--- config.mk ---
export PLATFORM = sky130hd
export DESIGN_NAME = key_updown_counter
export DESIGN_NICKNAME = d
export VERILOG_FILES = /design/src/rtl/key_pkg.sv /design/src/rtl/key_debounce.sv /design/src/rtl/key_updown_counter.sv
export SDC_FILE = /design/constraint.sdc
export NUM_CORES = 1
export LEC_CHECK = 0
export ABC_AREA = 0
export CORE_MARGIN = 2
export CORE_UTILIZATION = 35
export CTS_BUF_LIST = sky130_fd_sc_hd__clkbuf_2 sky130_fd_sc_hd__clkbuf_4 sky130_fd_sc_hd__clkbuf_8
export CTS_CLUSTER_SIZE = 8
export DETAILED_ROUTE_END_ITERATION = 8
export PLACE_DENSITY = 0.6
export SLEW_MARGIN = 20
export SYNTH_ARGS = -nofsm -noshare
export SYNTH_HDL_FRONTEND = slang
export SYNTH_SLANG_ARGS = --single-unit
--- constraint.sdc ---
create_clock -name clk -period 3.15 [get_ports clk]
set_clock_uncertainty 0.2 [all_clocks]
set_input_delay 0.63 -clock clk [delete_from_list [all_inputs] [get_ports clk]]
set_output_delay 0.63 -clock clk [all_outputs]
set_load 0.05 [all_outputs]
--- src/rtl/key_pkg.sv ---
// Shared constants for the debounced key counter: default timing at a 50 MHz clock,
// arithmetic mode encodings, the update operation type and a counter-width helper.
package key_pkg;

    localparam int DEF_DEB_CYCLES   = 50_000;      // 1 ms
    localparam int DEF_REPEAT_DELAY = 25_000_000;  // 0.5 s
    localparam int DEF_REPEAT_RATE  = 5_000_000;   // 0.1 s

    localparam int MODE_WRAP = 0;
    localparam int MODE_SAT  = 1;

    typedef enum logic [1:0] {
        OP_HOLD,
        OP_CLR,
        OP_INC,
        OP_DEC
    } op_e;

    // Bits needed to count 0..n-1, never less than one.
    function automatic int cnt_width(input int n);
        return (n > 1) ? $clog2(n) : 1;
    endfunction

endpackage

--- src/rtl/key_debounce.sv ---
// One push-button channel: 2-flop synchroniser, debounce filter on the accepted level,
// and a one-cycle press pulse with optional auto-repeat while the key stays held.
module key_debounce
    import key_pkg::*;
#(
    parameter int DEB_CYCLES   = DEF_DEB_CYCLES,
    parameter int REPEAT_DELAY = DEF_REPEAT_DELAY,
    parameter int REPEAT_RATE  = DEF_REPEAT_RATE
) (
    input  logic clk,
    input  logic rst_n,
    input  logic key_n,
    output logic press,
    output logic level
);

    localparam int DEB_W     = cnt_width(DEB_CYCLES);
    localparam int REP_MAX   = (REPEAT_DELAY > REPEAT_RATE) ? REPEAT_DELAY : REPEAT_RATE;
    localparam int REP_W     = cnt_width(REP_MAX);
    localparam bit REPEAT_EN = (REPEAT_DELAY > 0);

    localparam logic [DEB_W-1:0] DEB_LAST   = DEB_W'(DEB_CYCLES - 1);
    localparam logic [REP_W-1:0] FIRST_LAST = REP_W'(REPEAT_EN ? REPEAT_DELAY - 1 : 0);
    localparam logic [REP_W-1:0] RATE_LAST  = REP_W'(REPEAT_RATE - 1);

    logic [1:0]       sync_q, sync_d;
    logic             lvl_q, lvl_d;
    logic             lvl_prev_q, lvl_prev_d;
    logic [DEB_W-1:0] deb_cnt_q, deb_cnt_d;
    logic [REP_W-1:0] rep_cnt_q, rep_cnt_d;
    logic             first_q, first_d;
    logic             press_q, press_d;
    logic             fall, held, fire;

    // NOTE: every variable gets its default before any branch, so no path leaves one
    // unassigned and no latch is inferred.
    always_comb begin
        sync_d     = {sync_q[0], key_n};
        lvl_d      = lvl_q;
        deb_cnt_d  = '0;
        lvl_prev_d = lvl_q;

        // The counter only survives consecutive cycles of disagreement.
        if (sync_q[1] != lvl_q) begin
            if (deb_cnt_q == DEB_LAST) lvl_d = ~lvl_q;
            else                       deb_cnt_d = deb_cnt_q + DEB_W'(1);
        end

        fall = lvl_prev_q & ~lvl_q;
        held = ~lvl_q;
        fire = REPEAT_EN && held && !fall &&
               (rep_cnt_q == (first_q ? FIRST_LAST : RATE_LAST));

        press_d   = fall | fire;
        first_d   = first_q;
        rep_cnt_d = '0;
        if (fall)      first_d = 1'b1;
        else if (fire) first_d = 1'b0;
        // rep_cnt_q holds cycles elapsed since the most recent pulse.
        if (REPEAT_EN && held && !press_d) rep_cnt_d = rep_cnt_q + REP_W'(1);
    end

    // NOTE: state flops use non-blocking assignments so every flop samples the
    // pre-edge values and simulation matches the synthesised registers.
    always_ff @(posedge clk or negedge rst_n) begin
        if (!rst_n) begin
            sync_q     <= 2'b11;
            lvl_q      <= 1'b1;
            lvl_prev_q <= 1'b1;
            deb_cnt_q  <= '0;
            rep_cnt_q  <= '0;
            first_q    <= 1'b0;
            press_q    <= 1'b0;
        end else begin
            sync_q     <= sync_d;
            lvl_q      <= lvl_d;
            lvl_prev_q <= lvl_prev_d;
            deb_cnt_q  <= deb_cnt_d;
            rep_cnt_q  <= rep_cnt_d;
            first_q    <= first_d;
            press_q    <= press_d;
        end
    end

    assign press = press_q;
    assign level = lvl_q;

endmodule

--- src/rtl/key_updown_counter.sv ---
// Debounced up/down counter between the board keys and the LED bank, with
// configurable step and either wrap-around or saturating arithmetic.
module key_updown_counter
    import key_pkg::*;
#(
    parameter int          WIDTH        = 10,
    parameter int unsigned STEP         = 1,
    parameter int          SATURATE     = MODE_WRAP,
    parameter int          DEB_CYCLES   = DEF_DEB_CYCLES,
    parameter int          REPEAT_DELAY = DEF_REPEAT_DELAY,
    parameter int          REPEAT_RATE  = DEF_REPEAT_RATE
) (
    input  logic             clk,
    input  logic             rst_n,
    input  logic             KEY_CLR,
    input  logic             KEY_INC,
    input  logic             KEY_DEC,
    output logic [WIDTH-1:0] LEDG,
    output logic             at_max,
    output logic             at_min
);

    typedef logic [WIDTH:0] ext_t;

    logic             clr_p, inc_p, dec_p;
    logic [WIDTH-1:0] count_q, count_d;
    ext_t             sum, diff;
    op_e              op;

    key_debounce #(
        .DEB_CYCLES(DEB_CYCLES), .REPEAT_DELAY(REPEAT_DELAY), .REPEAT_RATE(REPEAT_RATE)
    ) u_clr (.clk(clk), .rst_n(rst_n), .key_n(KEY_CLR), .press(clr_p), .level());

    key_debounce #(
        .DEB_CYCLES(DEB_CYCLES), .REPEAT_DELAY(REPEAT_DELAY), .REPEAT_RATE(REPEAT_RATE)
    ) u_inc (.clk(clk), .rst_n(rst_n), .key_n(KEY_INC), .press(inc_p), .level());

    key_debounce #(
        .DEB_CYCLES(DEB_CYCLES), .REPEAT_DELAY(REPEAT_DELAY), .REPEAT_RATE(REPEAT_RATE)
    ) u_dec (.clk(clk), .rst_n(rst_n), .key_n(KEY_DEC), .press(dec_p), .level());

    always_comb begin
        op = OP_HOLD;
        if (clr_p)               op = OP_CLR;
        else if (inc_p && !dec_p) op = OP_INC;
        else if (dec_p && !inc_p) op = OP_DEC;
    end

    // The extra top bit of the WIDTH+1 result flags carry out or borrow.
    always_comb begin
        sum     = {1'b0, count_q} + ext_t'(STEP);
        diff    = {1'b0, count_q} - ext_t'(STEP);
        count_d = count_q;
        case (op)
            OP_CLR:  count_d = '0;
            OP_INC:  count_d = (SATURATE == MODE_SAT && sum[WIDTH])  ? '1 : sum[WIDTH-1:0];
            OP_DEC:  count_d = (SATURATE == MODE_SAT && diff[WIDTH]) ? '0 : diff[WIDTH-1:0];
            default: count_d = count_q;
        endcase
    end

    always_ff @(posedge clk or negedge rst_n) begin
        if (!rst_n) count_q <= '0;
        else        count_q <= count_d;
    end

    assign LEDG   = count_q;
    assign at_max = &count_q;
    assign at_min = ~|count_q;

endmodule

==> qor.txt <==
Status: finished clean
Clk sinks: 151
Initial DRC Count: 294
Ranking of synthesized cells by area: dfrtp_1 (47%), nor2_1 (8.3%), xor2_1 (8.1%)
I/O pin count: 17
Worst Path Required: 3310 ps
Final period util: 92.3%
Area Overhead vs Synth: 11.9%
Layout fillers: 2097
Most frequent cells in the layout: nor2_1 (165), dfrtp_1 (139), nand2_1 (77), xor2_1 (69), xnor2_1 (52)
Final Setup Violations: 0
Core area: 0.0210 mm^2
ANT cells: 0
Total track usage: 13.2%
Synth Register Bits: 151
Reg2reg path depth: 11
Area share of the largest cell type after synthesis: 46.7%
Pre-CTS setup slack: 246 ps
Worst-path clk slew: 70 ps
Crit Path Max Fanout: 5
Hold Crit Depth: 0
Die height: 150 um
WHS Endpoint: u_inc.sync_q[1]
Sequential share of the synthesized area: 51.0%
Async SR Flop Fraction: 100%
Routability Congestion: 0.826
CTS tree: done
Antenna violations before repair: 0
HPWL after DPL: 9180 um
Slew @ Worst Pin: 648 ps
Critical path class: flip-flop to flip-flop
Crit. End Element: flip-flop
R2r startpoint: u_inc.press
Final WS setup: 242 ps
Design Power: 3.38 mW
Die width: 150 um
Final hold vios: 0
Per-cell routed wire length: 12.5 um
Nets: 820
Die ar.: 0.0225 mm^2
Layout cells sized above 1: 8.80%
Fin util: 39.7%
Core Rows: 53
R2R Setup Slk: 240 ps
Unrepaired setup endpoints after global routing: false
Power Density: 405 mW/mm^2
Htree depth: 4
First-pass GRT wire length: 24500 um
First-pass DRT Iterations: 4
Drt total wl: 13700 um
Crit path DAT: 3070 ps
Number of flops mapped to enable cells by yosys: 0
Maximum clock path buffer count: 2
Leak pwr: 3.69 nW
Slew headroom: 56.4%
Fin crit period: 2910 ps
Leading cell type in the layout, fill and taps excluded: nor2_1
Reg-to-Reg End: LEDG[8]
Num CTS Buffers: 17
Maximum vdd ir drop: 0.203 mV
Maximum Capacitance Violations: 0
Via density: 4.89
CP Launch Type: flip-flop
GRT overflow: 0
Setup_tns: 0 ps
Top FF cell, synth: dfrtp_1
Max Clock Freq: 0.344 GHz
Buffers on Ports: 16
Synthesized cell area: 0.00744 mm^2
Largest net degree at the start of global routing: 66
Starting Density: 35.5%
Worst Hold Class: flip-flop to flip-flop
Clk_lat worst skew: 440 ps
Worst hold start: u_inc.sync_q[0]
Post-Syn Nets: 794
Mapped Cells: 780
Synth unique cells: 56
Root buffer cell: clkbuf_8
Final slew viol count: 0
Ys Warns: 0
Vias in the first global route: 5141
Final ANT Viol Nets: 0
Area leader, netlist: dfrtp_1
DRC Markers: 0
Avg Cell Area, Syn: 9.54 um^2
Vias: 5342
==> power by group <==
group | leakage, nW | total [mW] | switching [mW] | internal [mW]
sequential | 2.02 | 1.96 | 0.00960 | 1.95
combinational | 1.49 | 0.0730 | 0.0540 | 0.0190
clock | 0.185 | 1.34 | 0.681 | 0.659
==> cell families after synthesis <==
logic type | after synthesis | synth area share [%]
xor gates and xnor gates | 121 | 14.2
adders and majority gates | 9 | 1.51
muxes | 3 | 0.454
AOI/OAI and AO/OA | 37 | 3.53
buffers and inverters | 36 | 2.24
DFF | 151 | 51.0
and+or+nand+nor | 423 | 27.1
==> synthesized netlist by cell type, types with 3 or more instances <==
| master | n |
|---|---|
| and3_1 | 33 |
| nand4_1 | 25 |
| buf_2 | 6 |
| xnor2_1 | 52 |
| nand3_1 | 50 |
| nand2_1 | 77 |
| nor2_1 | 165 |
| a21oi_1 | 11 |
| inv_1 | 10 |
| ha_1 | 9 |
| nor4_1 | 13 |
| nor3_1 | 19 |
| nand4b_1 | 3 |
| xor2_1 | 69 |
| and2_1 | 4 |
| nand2b_1 | 7 |
| clkbuf_1 | 15 |
| and4_1 | 4 |
| or4_1 | 4 |
| dfrtp_1 | 139 |
| dfstp_2 | 12 |
| nor4b_1 | 4 |
| mux2_2 | 3 |
==> stage by stage <==
step | cell area (um^2) | cells | hold slack (ps)
after floorplan | 7450 | 780 | 134
after global placement | 7960 | 1061 | 147
after detailed placement | 7960 | 1061 | 147
after CTS | 8320 | 1093 | 161
after global routing | 8330 | 1093 | 162
final | 8330 | 1093 | 159
==> layout make-up <==
class / count / area [um^2] / share of cell area, %
Sequential cell: 151 / 3790 / 45.6
Multi-Input combinational cell: 593 / 3500 / 42.0
Tap cell: 275 / 344 / 4.13
Timing Repair Buffer: 32 / 297 / 3.56
Clock buffer: 21 / 270 / 3.25
Clock inverter: 10 / 83.8 / 1.01
Inverter: 11 / 42.5 / 0.511
==> routing by layer <==
metal  up-vias  GRT usage (%)  part of all wire, %
met5         -              0                    0
met4         0           3.96                  1.2
met1      2574           18.1                   51
li1       2693              -                    -
met3        12           2.77                  2.4
met2        63           21.1                   45
==> worst max-delay path: stages, from the launching register on <==
cell,delay (ps)
dfrtp_1,320
inv_1,40
ha_1,290
or3b_1,390
xnor2_1,150
ha_1,260
nand3_1,190
nor4_2,280
a311oi_1,100
a211o_1,310
a21o_1,170
a21oi_1,130
==> sequential cells by signal (all words and copies together), names as in the netlist, 2 cells and up <==
name             cells
u_inc.deb_cnt_q     16
LEDG                10
u_dec.sync_q         2
u_dec.rep_cnt_q     25
u_clr.sync_q         2
u_inc.rep_cnt_q     25
u_clr.deb_cnt_q     16
u_inc.sync_q         2
u_clr.rep_cnt_q     25
u_dec.deb_cnt_q     16
==> repair_timing <==
| action | CTS | global route |
|---|---|---|
| hold endpoints to repair | 15 | 0 |
| hold buffers | 1 | 0 |
| setup endpoints to repair | 0 | 2 |
| setup buffers | 0 | 0 |
| gates resized for setup | 0 | 2 |
==> worst max-delay path by stage <==
stage               slack (ps)      end        start  cells past startpoint
global placement           280  LEDG[8]  u_inc.press                     11
finish                     240  LEDG[8]  u_inc.press                     11
CTS                         60   at_max      LEDG[0]                      4
global route                40  LEDG[8]  u_inc.press                     11
floorplan                  120   at_min      LEDG[2]                      4
detailed placement         250  LEDG[8]  u_inc.press                     11
No activity file was read; power rests on OpenSTA's default activity.
==> edit, RTL diff (same settings) <==
Set the package constant `DEF_REPEAT_RATE` to 1_250_000 (it was 5_000_000).
--- a/src/rtl/key_pkg.sv
+++ b/src/rtl/key_pkg.sv
@@ -4,7 +4,7 @@
 
     localparam int DEF_DEB_CYCLES   = 50_000;      // 1 ms
     localparam int DEF_REPEAT_DELAY = 25_000_000;  // 0.5 s
-    localparam int DEF_REPEAT_RATE  = 5_000_000;   // 0.1 s
+    localparam int DEF_REPEAT_RATE  = 1_250_000;   // 0.1 s
 
     localparam int MODE_WRAP = 0;
     localparam int MODE_SAT  = 1;
Check against the original RTL: no difference found for any inputs over 10 cycles, from zero or initial values and one cycle with rst_n low; that may be too few to reach the edited logic, so the function may still have changed.
==> edit against the unedited design <==
Sequential cell count stayed put; count of clock-buffer cells in the layout is the same; routed wire length grew 1.5%; setup slack worse by 8.6 ps; via count increased by 0.30%; final area rose by 2.3%; critical path depth down 7; power is 13% higher; clock power is 31% higher; sequential power hardly changed; synthesized cell count up 0.38%; area after synthesis rose by 1.6%; maximum frequency is 0.30% lower; critical path type is now flip-flop to output pin; highest routed layer unchanged.
==> edit: results <==
worst_hold_path:
  holdPathEnd: "u_clr.sync_q[1]"
detailed_routing:
  drt_iter0_drc: 176
  wl_microns: 13920
  via_per_inst: 4.893
  wl_met3_microns: 365
  wl_met1_microns: 7299
critical_path:
  cp.arrival_ps: 2090
  cp-startpoint: "LEDG[1]"
  cp_top_family: "flip-flops"
  worstReg2RegEnd: "LEDG[9]"
  slowest_delay_ps: 560
  setup.worst_path.end: "at_max"
  critPathMaxFanout: 11
yosys:
  synth.area.mux_share_pct: 0.7443
  synth_commonest_cells: "nor2_1 (179), dfrtp_1 (139), nand2_1 (66), xnor2_1 (63), xor2_1 (57)"
  synth_compound_area_share_pct: 3.639
  synthTopCellsByArea: "dfrtp_1 (46%), nor2_1 (8.9%), xnor2_1 (7.3%)"
run_status:
  status: "completed"
power:
  leakagePower_uw: 0.003698
finish:
  drive_gt1_share_pct: 9.756
  nNetsFinal: 821
  fill_cells: 2111
place:
  hpwl_microns: 9401
  gp_congestion: 0.7959
global_routing:
  grt_start_max_net_pins: 52
  grt_pass1_wl_microns: 24900
  grt_use_met1_pct: 18.83
-- edit: per-stage QoR --
stage	hold WS, ps	setup slack, ps
final	158.2	232.9
after global routing	163.3	42.88
after CTS	156.9	199.3
after detailed placement	146.9	397.7
after global placement	145.4	416.0
after floorplan	134.4	439.1
-- edit: cell type report --
type,count,share of cell area [%]
tap,275,4.039
clock inverter,11,2.247
clock buffer,21,3.393
timing repair buffer,26,2.923
multi-input combinational,594,42.12
inverter,17,0.7490
sequential,151,44.53
-- edit: what timing repair did --
item / CTS / global route
buffers inserted: 0 / 0
hold buffers: 1 / 0
endpoints found under the hold margin: 47 / 0
gates resized for setup: 2 / 0
setup endpoints to repair: 2 / 0
-- edit: power by group --
part           switching, uW  internal [uW]  total, uW  leakage, uW
registers               10.0           1950       1960      0.00202
clock network            731           1030       1760     0.000247
logic                   53.9           19.3       73.3      0.00143
total                    795           3000       3800      0.00370
